[config.mk]
export PLATFORM = sky130hd
export DESIGN_NAME = tone_detector_flat
export DESIGN_NICKNAME = d
export VERILOG_FILES = /design/src/rtl/tone_detector_if.sv /design/src/rtl/tone_detector.sv /design/src/flat_wrapper.sv
export SDC_FILE = /design/constraint.sdc
export NUM_CORES = 1
export LEC_CHECK = 0
export CAP_MARGIN = 20
export CORE_MARGIN = 3
export CORE_UTILIZATION = 57
export DETAILED_ROUTE_END_ITERATION = 16
export GPL_TIMING_DRIVEN = 0
export PLACE_DENSITY = 0.77
export SKIP_LAST_GASP = 1
export SYNTH_ARGS = -nofsm -noshare
export SYNTH_HDL_FRONTEND = slang
export SYNTH_SLANG_ARGS = --single-unit
[constraint.sdc]
create_clock -name clk -period 3.99 [get_ports clk]
set_input_delay 1.197 -clock clk [delete_from_list [all_inputs] [get_ports clk]]
set_output_delay 1.197 -clock clk [all_outputs]
set_load 0.05 [all_outputs]
[src/rtl/tone_detector_if.sv]
// Port bundle for tone_detector: the detector drives the result side (master),
// the audio front end / game controller sits on the other side (slave).
interface tone_detector_if;
    logic       sound_in;
    logic [9:0] frequency;
    logic       freq_valid;
    logic       tone_present;
    logic [1:0] state_dbg;

    // freq_valid is a one-cycle strobe with no ready/backpressure: frequency and
    // tone_present change on the same edge and the consumer samples them that cycle.
    modport master (
        input  sound_in,
        output frequency,
        output freq_valid,
        output tone_present,
        output state_dbg
    );

    modport slave (
        output sound_in,
        input  frequency,
        input  freq_valid,
        input  tone_present,
        input  state_dbg
    );
endinterface

[src/rtl/tone_detector.sv]
// Square-wave tone detector: times rising edges, divides NUM by the period with a
// restoring divider and publishes the rounded frequency code once two readings agree.
module tone_detector #(
    parameter int NUM        = 1000000,
    parameter int MIN_PERIOD = 900,
    parameter int TIMEOUT    = 1048575,
    parameter int TOL        = 2
) (
    input logic             clk,
    input logic             rst,
    tone_detector_if.master bus
);
    typedef enum logic [1:0] {IDLE = 2'd0, DIV = 2'd1, CHECK = 2'd2} state_t;

    localparam logic [19:0] CNT_MAX  = 20'hFFFFF;
    localparam logic [20:0] MIN_P    = 21'(MIN_PERIOD);
    localparam logic [19:0] TMO      = 20'(TIMEOUT);
    localparam logic [20:0] NUM_W    = 21'(NUM);
    localparam logic [10:0] TOL_W    = 11'(TOL);
    localparam logic [4:0]  LAST_BIT = 5'd20;

    logic        s1, s2, s3;
    logic        rise;
    logic [19:0] cnt;
    logic [20:0] cnt_p1;
    logic        accept;
    logic        armed;
    logic        timeout_hit;
    logic        start_meas;

    state_t      state, nxt;
    logic [20:0] divd;
    logic [19:0] rem;
    logic [19:0] divisor;
    logic [4:0]  bit_cnt;
    logic [20:0] trial;
    logic [20:0] trial_sub;
    logic        fits;
    logic [19:0] rem_n;

    logic [9:0]  qs;
    logic [9:0]  q_diff;
    logic [9:0]  prev_q;
    logic        have_prev;
    logic        discard;
    logic        commit;
    logic        publish;
    logic [9:0]  frequency;
    logic        freq_valid;
    logic        tone_present;

    // Front end: two-flop synchroniser plus one delay stage for edge detection.
    always_ff @(posedge clk or posedge rst) begin
        if (rst) begin
            s1 <= 1'b0;
            s2 <= 1'b0;
            s3 <= 1'b0;
        end else begin
            s1 <= bus.sound_in;
            s2 <= s1;
            s3 <= s2;
        end
    end

    assign rise        = s2 & ~s3;
    assign cnt_p1      = {1'b0, cnt} + 21'd1;
    assign accept      = rise && (cnt_p1 >= MIN_P);
    assign timeout_hit = armed && (cnt == TMO);
    // A timeout in the same cycle as an edge unarms, so that edge starts nothing.
    assign start_meas  = accept && armed && !timeout_hit;

    always_ff @(posedge clk or posedge rst) begin
        if (rst) begin
            cnt   <= '0;
            armed <= 1'b0;
        end else begin
            if (accept) begin
                cnt <= '0;
            end else if (cnt != CNT_MAX) begin
                cnt <= cnt + 20'd1;
            end
            if (timeout_hit) begin
                armed <= 1'b0;
            end else if (accept) begin
                armed <= 1'b1;
            end
        end
    end

    // Restoring division step. rem < divisor always holds, so a negative trial
    // difference shows up as bit 20 of the 21-bit subtraction.
    assign trial     = {rem, divd[20]};
    assign trial_sub = trial - {1'b0, divisor};
    assign fits      = ~trial_sub[20];
    assign rem_n     = fits ? trial_sub[19:0] : trial[19:0];

    always_ff @(posedge clk or posedge rst) begin
        if (rst) begin
            state <= IDLE;
        end else begin
            state <= nxt;
        end
    end

    always_comb begin
        nxt = state;
        case (state)
            IDLE:    if (start_meas) nxt = DIV;
            DIV:     if (bit_cnt == LAST_BIT) nxt = CHECK;
            CHECK:   nxt = IDLE;
            default: nxt = IDLE;
        endcase
    end

    always_ff @(posedge clk or posedge rst) begin
        if (rst) begin
            divd    <= '0;
            rem     <= '0;
            divisor <= '0;
            bit_cnt <= '0;
        end else if (state == IDLE && start_meas) begin
            divd    <= NUM_W + {1'b0, cnt_p1[20:1]};
            divisor <= cnt_p1[19:0];
            rem     <= '0;
            bit_cnt <= '0;
        end else if (state == DIV) begin
            divd    <= {divd[19:0], fits};
            rem     <= rem_n;
            bit_cnt <= bit_cnt + 5'd1;
        end
    end

    assign qs      = (|divd[20:10]) ? 10'h3FF : divd[9:0];
    assign q_diff  = (qs >= prev_q) ? (qs - prev_q) : (prev_q - qs);
    assign commit  = (state == CHECK) && !discard && !timeout_hit;
    assign publish = commit && have_prev && ({1'b0, q_diff} <= TOL_W);

    always_ff @(posedge clk or posedge rst) begin
        if (rst) begin
            frequency    <= '0;
            freq_valid   <= 1'b0;
            tone_present <= 1'b0;
            prev_q       <= '0;
            have_prev    <= 1'b0;
            discard      <= 1'b0;
        end else begin
            freq_valid <= 1'b0;
            if (timeout_hit) begin
                frequency    <= '0;
                tone_present <= 1'b0;
                freq_valid   <= 1'b1;
                have_prev    <= 1'b0;
            end else if (commit) begin
                prev_q    <= qs;
                have_prev <= 1'b1;
                if (publish) begin
                    frequency    <= qs;
                    freq_valid   <= 1'b1;
                    tone_present <= 1'b1;
                end
            end
            // A division in flight when the tone is lost must not revive the lock.
            if (timeout_hit && state == DIV) begin
                discard <= 1'b1;
            end else if (state == CHECK) begin
                discard <= 1'b0;
            end
        end
    end

    assign bus.frequency    = frequency;
    assign bus.freq_valid   = freq_valid;
    assign bus.tone_present = tone_present;
    assign bus.state_dbg    = state;
endmodule

[src/flat_wrapper.sv]
// flat-port wrapper written by rule: the top's interface ports become plain ports
module tone_detector_flat 
#(
    parameter int NUM        = 1000000,
    parameter int MIN_PERIOD = 900,
    parameter int TIMEOUT    = 1048575,
    parameter int TOL        = 2
)
  (clk, rst, bus_sound_in, bus_frequency, bus_freq_valid, bus_tone_present, bus_state_dbg);
  tone_detector_if bus_i ();
  input logic clk;
  input logic rst;
  input wire logic [$bits(bus_i.sound_in)-1:0] bus_sound_in;
  output wire logic [$bits(bus_i.frequency)-1:0] bus_frequency;
  output wire logic [$bits(bus_i.freq_valid)-1:0] bus_freq_valid;
  output wire logic [$bits(bus_i.tone_present)-1:0] bus_tone_present;
  output wire logic [$bits(bus_i.state_dbg)-1:0] bus_state_dbg;
  assign bus_i.sound_in = bus_sound_in;
  assign bus_frequency = bus_i.frequency;
  assign bus_freq_valid = bus_i.freq_valid;
  assign bus_tone_present = bus_i.tone_present;
  assign bus_state_dbg = bus_i.state_dbg;
  tone_detector #(.NUM(NUM), .MIN_PERIOD(MIN_PERIOD), .TIMEOUT(TIMEOUT), .TOL(TOL)) u_core (.clk(clk), .rst(rst), .bus(bus_i));
endmodule
======== Word level (Yosys, flattened, before mapping) ========
Cells that the tools add are included.
cells by class
  $add $sub $neg .......................... 7
  multipliers ............................. 0
  divide/modulo/power cells ............... 0
  $lt $le $gt $ge ......................... 3
  equal/unequal tests ..................... 7
  shift operators ......................... 0
  multiplexer cells ....................... 29
  bitwise gates (word level) .............. 4
  reduce and logical (&&, ||, !) cells .... 23
operators with widths
  kind                                                                      count
  20-bit 2-to-1 mux                                                         5
  10-bit 2-to-1 mux                                                         5
  21-bit 2-to-1 mux                                                         2
  20-bit by 1-bit adder with 21-bit output (second input constant)          1
  20-bit by 20-bit adder with 21-bit output (first input constant)          1
  21-bit by 10-bit >= comparator with 1-bit output (second input constant)  1
  21-bit by 20-bit subtractor with 21-bit output                            1
  20-bit by 1-bit adder with 20-bit output (second input constant)          1
  20-bit == test (second input constant)                                    1
  20-bit inequality test (second input constant)                            1
  10-bit subtractor                                                         2
  1-bit 2-to-1 mux                                                          12
  2-bit nonzero test                                                        6
  11-bit OR reduction                                                       1
  10-bit >= comparator                                                      1
  10-bit by 2-bit <= comparator with 1-bit output (second input constant)   1
  1-bit logical AND                                                         10
  5-bit 2-to-1 mux                                                          2
  2-bit AND reduction                                                       3
  5-bit by 1-bit adder with 5-bit output (second input constant)            1
  5-bit == test (second input constant)                                     1
  2-bit 2-to-1 mux                                                          2
  2-bit by 1-bit inequality test with 1-bit output (second input constant)  2
  2-bit case mux with 2 select lines                                        1
  other kinds (6)                                                           9
storage, ports and cells
  register bits after elaboration ......... 116
  bits in latches ......................... 0
  RAM bits ................................ 0
  ROM bits ................................ 0
  bits of input ports ..................... 3
  output and inout port bits .............. 14
  logic and storage cells ................. 89
  memories kept ........................... 0

======== Depth between registers and ports, before layout ========
  depth after elaboration ................. 9
  mapped depth ............................ 17
  gate-level depth less buffers ........... 15

======== Worst setup path after synthesis ========
No wires, ideal clock.
  path kind ............................... register -> register
  from .................................... reg u_core.divd[20]
  to ...................................... reg u_core.frequency[0], in the netlist u_core.bus.frequency[0]
  setup time .............................. 132 ps
  arrival ................................. 4009 ps
  required time ........................... 3858 ps
  setup slack ............................. -151 ps
  stages on the path, launching flop included .. 17
  buffers on the path ..................... 1
  period minus slack after synthesis ...... 4141 ps
  cell sequence ........................... dfrtp_1 nor4_2 nand3_1 nor2_1 ha_1 inv_1 fa_1 a21o_1 a2111oi_4 o31ai_2 mux2_1 xnor2_1 a211o_2 nor4_2 nand4_2 buf_6 mux2i_1
between the ends
  word-level cells in the longest chain between the ends .. 8
  elaborated cells between the ends (all ways) .. 13
  those cells by class .................... add/sub: 2; order compare: 2; mux: 5; reduce/logical: 4
ends and longest elaborated chain
  element                                                    RTL line              source
  from (decl)                                                tone_detector.sv:32   logic [20:0] divd;
  from (signal assigned)                                     tone_detector.sv:122  divd <= NUM_W + {1'b0, cnt_p1[20:1]};
  from (signal assigned)                                     tone_detector.sv:127  divd <= {divd[19:0], fits};
  11-bit OR reduction (*)                                    tone_detector.sv:133  assign qs = (|divd[20:10]) ? 10'h3FF : divd[9:0];
  10-bit 2-to-1 mux (*)                                      tone_detector.sv:133
  10-bit subtractor or 10-bit >= comparator (tied branches)  tone_detector.sv:134  assign q_diff = (qs >= prev_q) ? (qs - prev_q) : (prev_q - qs);
  10-bit 2-to-1 mux                                          tone_detector.sv:134
  10-bit by 2-bit <= comparator with 1-bit output            tone_detector.sv:136  assign publish = commit && have_prev && ({1'b0, q_diff} <= TOL_W);
  1-bit logical AND                                          tone_detector.sv:136
  2-bit nonzero test (no source line)                        n/a
  2-bit AND reduction (no source line)                       n/a
  to (signal assigned)                                       tone_detector.sv:157  frequency <= qs;
  to (decl)                                                  tone_detector.sv:48   logic [9:0] frequency;
Mark *: on every way between the ends. The rest lies on a longest branch, timed or not. The select of a mux whose other input is x is not followed.
A chain may end at the register's enable or synchronous reset.

======== Worst setup path in the final report ========
  from .................................... reg u_core.divd[10]
  to ...................................... reg u_core.frequency[4], in the netlist u_core.bus.frequency[4]
between the ends
  word-level cells in the longest chain between the ends .. 8
  elaborated cells between the ends (all ways) .. 13
  those cells by class .................... add/sub: 2; order compare: 2; mux: 5; reduce/logical: 4
ends and longest elaborated chain
  element                                                    RTL line              source
  11-bit OR reduction (*)                                    tone_detector.sv:133
  10-bit 2-to-1 mux (*)                                      tone_detector.sv:133
  net u_core.qs[2]                                           tone_detector.sv:41   logic [9:0] qs;
  10-bit subtractor or 10-bit >= comparator (tied branches)  tone_detector.sv:134
  10-bit 2-to-1 mux (*)                                      tone_detector.sv:134
  10-bit by 2-bit <= comparator with 1-bit output (*)        tone_detector.sv:136
  1-bit logical AND (*)                                      tone_detector.sv:136
  2-bit nonzero test (no source line) (*)                    n/a
  2-bit AND reduction (no source line) (*)                   n/a
Mark *: on every way through the listed nets, which the timed path passes. The rest lies on a longest branch. The select of a mux whose other input is x is not followed.

==> results.sh <==
export IMPL_ys_types=78
export IMPL_layout_core_utilization_pct=71.7
export IMPL_timing_reg2reg_worst_path_depth=20
export IMPL_io_pin_count=17
export IMPL_io_buffer_count=16
export IMPL_hold_class="flop to flop"
export IMPL_worstPathCellList="nor4_4 -> nand3_4 -> buf_4 -> nor2_4 -> inv_1 -> ha_1 -> buf_6 -> and4_4 -> a2111oi_4 -> buf_4 -> o31ai_4 -> buf_6 -> buf_4 -> nor3_1 -> o21a_1 -> buf_4 -> or4_1 -> nand4_4 -> buf_8 -> mux2i_1"
export IMPL_endpoint_kind="flop"
export IMPL_clock_fmax_mhz=235
export IMPL_final_layout_size_suffix_gt1_share_pct=13.7
export IMPL_clock_tree_htree_level_count=4
export IMPL_floorplan_die_height_um=122
export IMPL_netlist_instances=857
export IMPL_cts_tree="done"
export IMPL_diodes=0
export IMPL_grt_pass1_vias=6853
export IMPL_clk_insertion_delay_late_ps=420
export IMPL_grt_antenna_before_repair=0
export IMPL_globalplace_congestion=0.940
export IMPL_wl_per_cell_um=19.4
export IMPL_grtUsageTotal_pct=29.0
export IMPL_clock_skew_ps=5.60
export IMPL_detailed_place_hpwl_um=14900
export IMPL_path_max_fanout=7
export IMPL_r2r_slack_ps=-260
export IMPL_die_width_um=122
export IMPL_grt_first_pass_wirelength_um=34100
export IMPL_floorplan_die_area_um2=14800
export IMPL_clock_sinks=116
export IMPL_post_route_period_util_pct=107
export IMPL_worst_endpoint_required_ps=4330
export IMPL_startpoint_type="flop"
export IMPL_netlist_top_cells_area="sky130_fd_sc_hd__dfrtp_1 (38%), sky130_fd_sc_hd__ha_1 (7.4%), sky130_fd_sc_hd__mux2i_1 (5.0%), sky130_fd_sc_hd__a21oi_1 (4.7%), sky130_fd_sc_hd__nand2_1 (4.0%)"
export IMPL_num_nets_final=976
export IMPL_outcome="finished with violations"
export IMPL_tightest_slew_ps=946
export IMPL_drt_pass1_iter_count=5
export IMPL_detail_route_antenna_nets=0
export IMPL_worst_hold_startpoint="u_core.s1$_DFF_PP0_"
export IMPL_core_region_area_um2=12800
export IMPL_whs_path_depth=0
export IMPL_worst_ir_drop_vdd_mv=0.292
export IMPL_worstPathArrival_ps=4590
export IMPL_synth_top_area_share_pct=38.1
export IMPL_netlist_area_um2=7610
export IMPL_slew_viol_final=0
export IMPL_postCtsHoldBufs=0
export IMPL_layoutNonFillerInstCount=1111
export IMPL_route_vias_total=7042
export IMPL_detail_route_vias_per_cell=6.34
export IMPL_synthMostInstantiatedCell="sky130_fd_sc_hd__dfrtp_1"
export IMPL_async_flop_share_pct=100
export IMPL_synth_seq_cells=116
export IMPL_worstHoldEndpoint="u_core.s2$_DFF_PP0_"
export IMPL_drcViolationCount=0
export IMPL_numCtsBuffers=17
export IMPL_postSynthAreaPerCell_um2=8.88
export IMPL_failing_checks="negative setup slack"
export IMPL_synth_flop_cell="sky130_fd_sc_hd__dfrtp_1"
export IMPL_globalRouteOverflowTotal=0
export IMPL_initialDrtViolationCount=696
export IMPL_cap_violations=0
export IMPL_path_class="flop to flop"
export IMPL_worst_path_max_delay_cell="sky130_fd_sc_hd__or4_1"
export IMPL_p_per_area_nw_per_um2=314
export IMPL_slowest_delay_ps=550
export IMPL_final_hold_fails=0
export IMPL_yosysWarningCount=0
export IMPL_core_rowCount=41
export IMPL_critical_path_reg2reg_endpoint="u_core.bus.frequency[4]$_DFFE_PP0P_"
export IMPL_clock_tree_root_cell="sky130_fd_sc_hd__clkbuf_16"
export IMPL_synth_largest_area_cell="sky130_fd_sc_hd__dfrtp_1"
export IMPL_grt_start_max_net_pins=43
export IMPL_cts_clk_slew_worst_paths_ps=60
export IMPL_floorplan_initialDensity_pct=59.4
export IMPL_finalCriticalPeriod_ps=4250
export IMPL_p_leak_nw=4.35
export IMPL_worst_slack_ps=-260
export IMPL_synth_common_cells="sky130_fd_sc_hd__dfrtp_1 (116), sky130_fd_sc_hd__nand2_1 (82), sky130_fd_sc_hd__a21oi_1 (72)"
export IMPL_cts_buffer_depth=2
export IMPL_cpMostUsedCell="sky130_fd_sc_hd__buf_4"
export IMPL_setup_viol=12
export IMPL_layout_area_overhead_vs_synth_pct=20.7
export IMPL_synth_enable_flop_cells=0
export IMPL_drt_total_wl_um=21600
export IMPL_timing_rr_start="u_core.divd[10]$_DFFE_PP0P_"
export IMPL_timing_max_slew_rel_slack_pct=36.8
export IMPL_synth_yosys_seq_area_share_pct=38.1
export IMPL_syn_nets=907
export IMPL_cells_after_dpl=1047
export IMPL_grt_setup_unrepaired="true"
==> metrics by stage <==
step,setup WS [ps],TNS (ps),hold WS (ps),cell area (µm²),total power [mW]
3_3_place_gp,-542,-5780,336,8020,1.23
3_5_place_dp,-584,-6220,340,8060,1.23
2_1_floorplan,26.4,0,331,7640,1.22
4_1_cts,-105,-857,352,8890,2.90
5_1_grt,-444,-5000,354,9190,2.96
6_report,-260,-2730,349,9190,2.89
==> critical path: cells and delay by family (launching register included) <==
kind / cells / cell delay [ps]
simple gates: 7 / 1660
buf+inv: 8 / 1130
compound gates: 3 / 440
flops: 1 / 410
fa+ha+maj: 1 / 290
mux: 1 / 210
==> state kept, by name, summed over array words and instances, names as in the netlist <==
| register | count |
|---|---|
| u_core.armed | 1 |
| u_core.bit_cnt | 5 |
| u_core.bus.freq_valid | 1 |
| u_core.bus.frequency | 10 |
| u_core.bus.state_dbg | 2 |
| u_core.bus.tone_present | 1 |
| u_core.cnt | 20 |
| u_core.discard | 1 |
| u_core.divd | 21 |
| u_core.divisor | 20 |
| u_core.have_prev | 1 |
| u_core.prev_q | 10 |
| u_core.rem | 20 |
| u_core.s1 | 1 |
| u_core.s2 | 1 |
| u_core.s3 | 1 |
==> cells in the final DEF, fill, tap and decap left out, types with 15 or more instances in the layout <==
cell type and count:
sky130_fd_sc_hd__clkbuf_16 18, sky130_fd_sc_hd__clkdlybuf4s50_1 16, sky130_fd_sc_hd__mux2i_1 38, sky130_fd_sc_hd__and3_1 16, sky130_fd_sc_hd__o22ai_1 16, sky130_fd_sc_hd__inv_1 62
sky130_fd_sc_hd__dfrtp_1 115, sky130_fd_sc_hd__clkbuf_1 24, sky130_fd_sc_hd__nand2_1 82, sky130_fd_sc_hd__xor2_1 17, sky130_fd_sc_hd__nand4_1 17, sky130_fd_sc_hd__xnor2_1 22
sky130_fd_sc_hd__o21a_1 15, sky130_fd_sc_hd__o21ai_0 40, sky130_fd_sc_hd__nand3_1 23, sky130_fd_sc_hd__nor2_1 55, sky130_fd_sc_hd__a21oi_1 72, sky130_fd_sc_hd__ha_1 38
sky130_fd_sc_hd__buf_4 28
==> worst max-delay path by stage <==
| stage | endpoint | depth (start not counted) | slack (ps) | from |
|---|---|---|---|---|
| after floorplan | u_core.bus.frequency[2]$_DFFE_PP0P_ | 16 | 30 | u_core.divd[20]$_DFFE_PP0P_ |
| after global placement | u_core.bus.frequency[2]$_DFFE_PP0P_ | 16 | -540 | u_core.divd[20]$_DFFE_PP0P_ |
| after detailed placement | u_core.bus.frequency[2]$_DFFE_PP0P_ | 16 | -580 | u_core.divd[20]$_DFFE_PP0P_ |
| after CTS | u_core.bus.frequency[2]$_DFFE_PP0P_ | 16 | -110 | u_core.divd[19]$_DFFE_PP0P_ |
| after global routing | u_core.bus.frequency[1]$_DFFE_PP0P_ | 20 | -440 | u_core.divd[13]$_DFFE_PP0P_ |
| final | u_core.bus.frequency[4]$_DFFE_PP0P_ | 20 | -260 | u_core.divd[10]$_DFFE_PP0P_ |
==> cell type report <==
class,instances,area (µm²)
inverter,64,244
clock inverter,13,205
buffer,38,189
tap,172,215
clock buffer,19,443
sequential,116,2900
multi-input combinational,639,4520
timing repair buffer,50,469
fill,922,3630
==> logic make-up (layout without fill, tap and decap cells) <==
| group | count (synthesis) | in the layout | synth area share (%) |
|---|---|---|---|
| adders and majority gates | 47 | 47 | 7.92 |
| muxes | 41 | 41 | 5.44 |
| AOI/OAI and AO/OA | 220 | 220 | 18.9 |
| and+or+nand+nor | 292 | 292 | 19.5 |
| DFF | 116 | 116 | 38.1 |
| buffers and inverters | 102 | 184 | 5.59 |
| xor gates and xnor gates | 39 | 39 | 4.49 |
==> routing by layer <==
| layer | global-route usage [%] | vias up | wire, µm |
|---|---|---|---|
| li1 | - | 3201 | - |
| met1 | 40.1 | 3508 | 9450 |
| met2 | 45.5 | 273 | 10300 |
| met3 | 6.96 | 60 | 1320 |
| met4 | 9.03 | 0 | 529 |
| met5 | 0 | - | 0 |
==> timing repair <==
item / in CTS / in global routing
resized for setup: 22 / 27
setup buffers: 12 / 19
cloned: 0 / 1
pin swaps: 8 / 4
setup endpoints to repair: 12 / 26
==> power by group <==
part | total (mW) | internal [mW] | switching [mW] | leakage (nW)
registers | 1.18 | 1.18 | 0.000438 | 1.60
logic | 0.0307 | 0.00619 | 0.0245 | 2.44
clock network | 1.68 | 1.12 | 0.556 | 0.309
total | 2.89 | 2.31 | 0.580 | 4.35
Power figures use the tool's default switching activity.
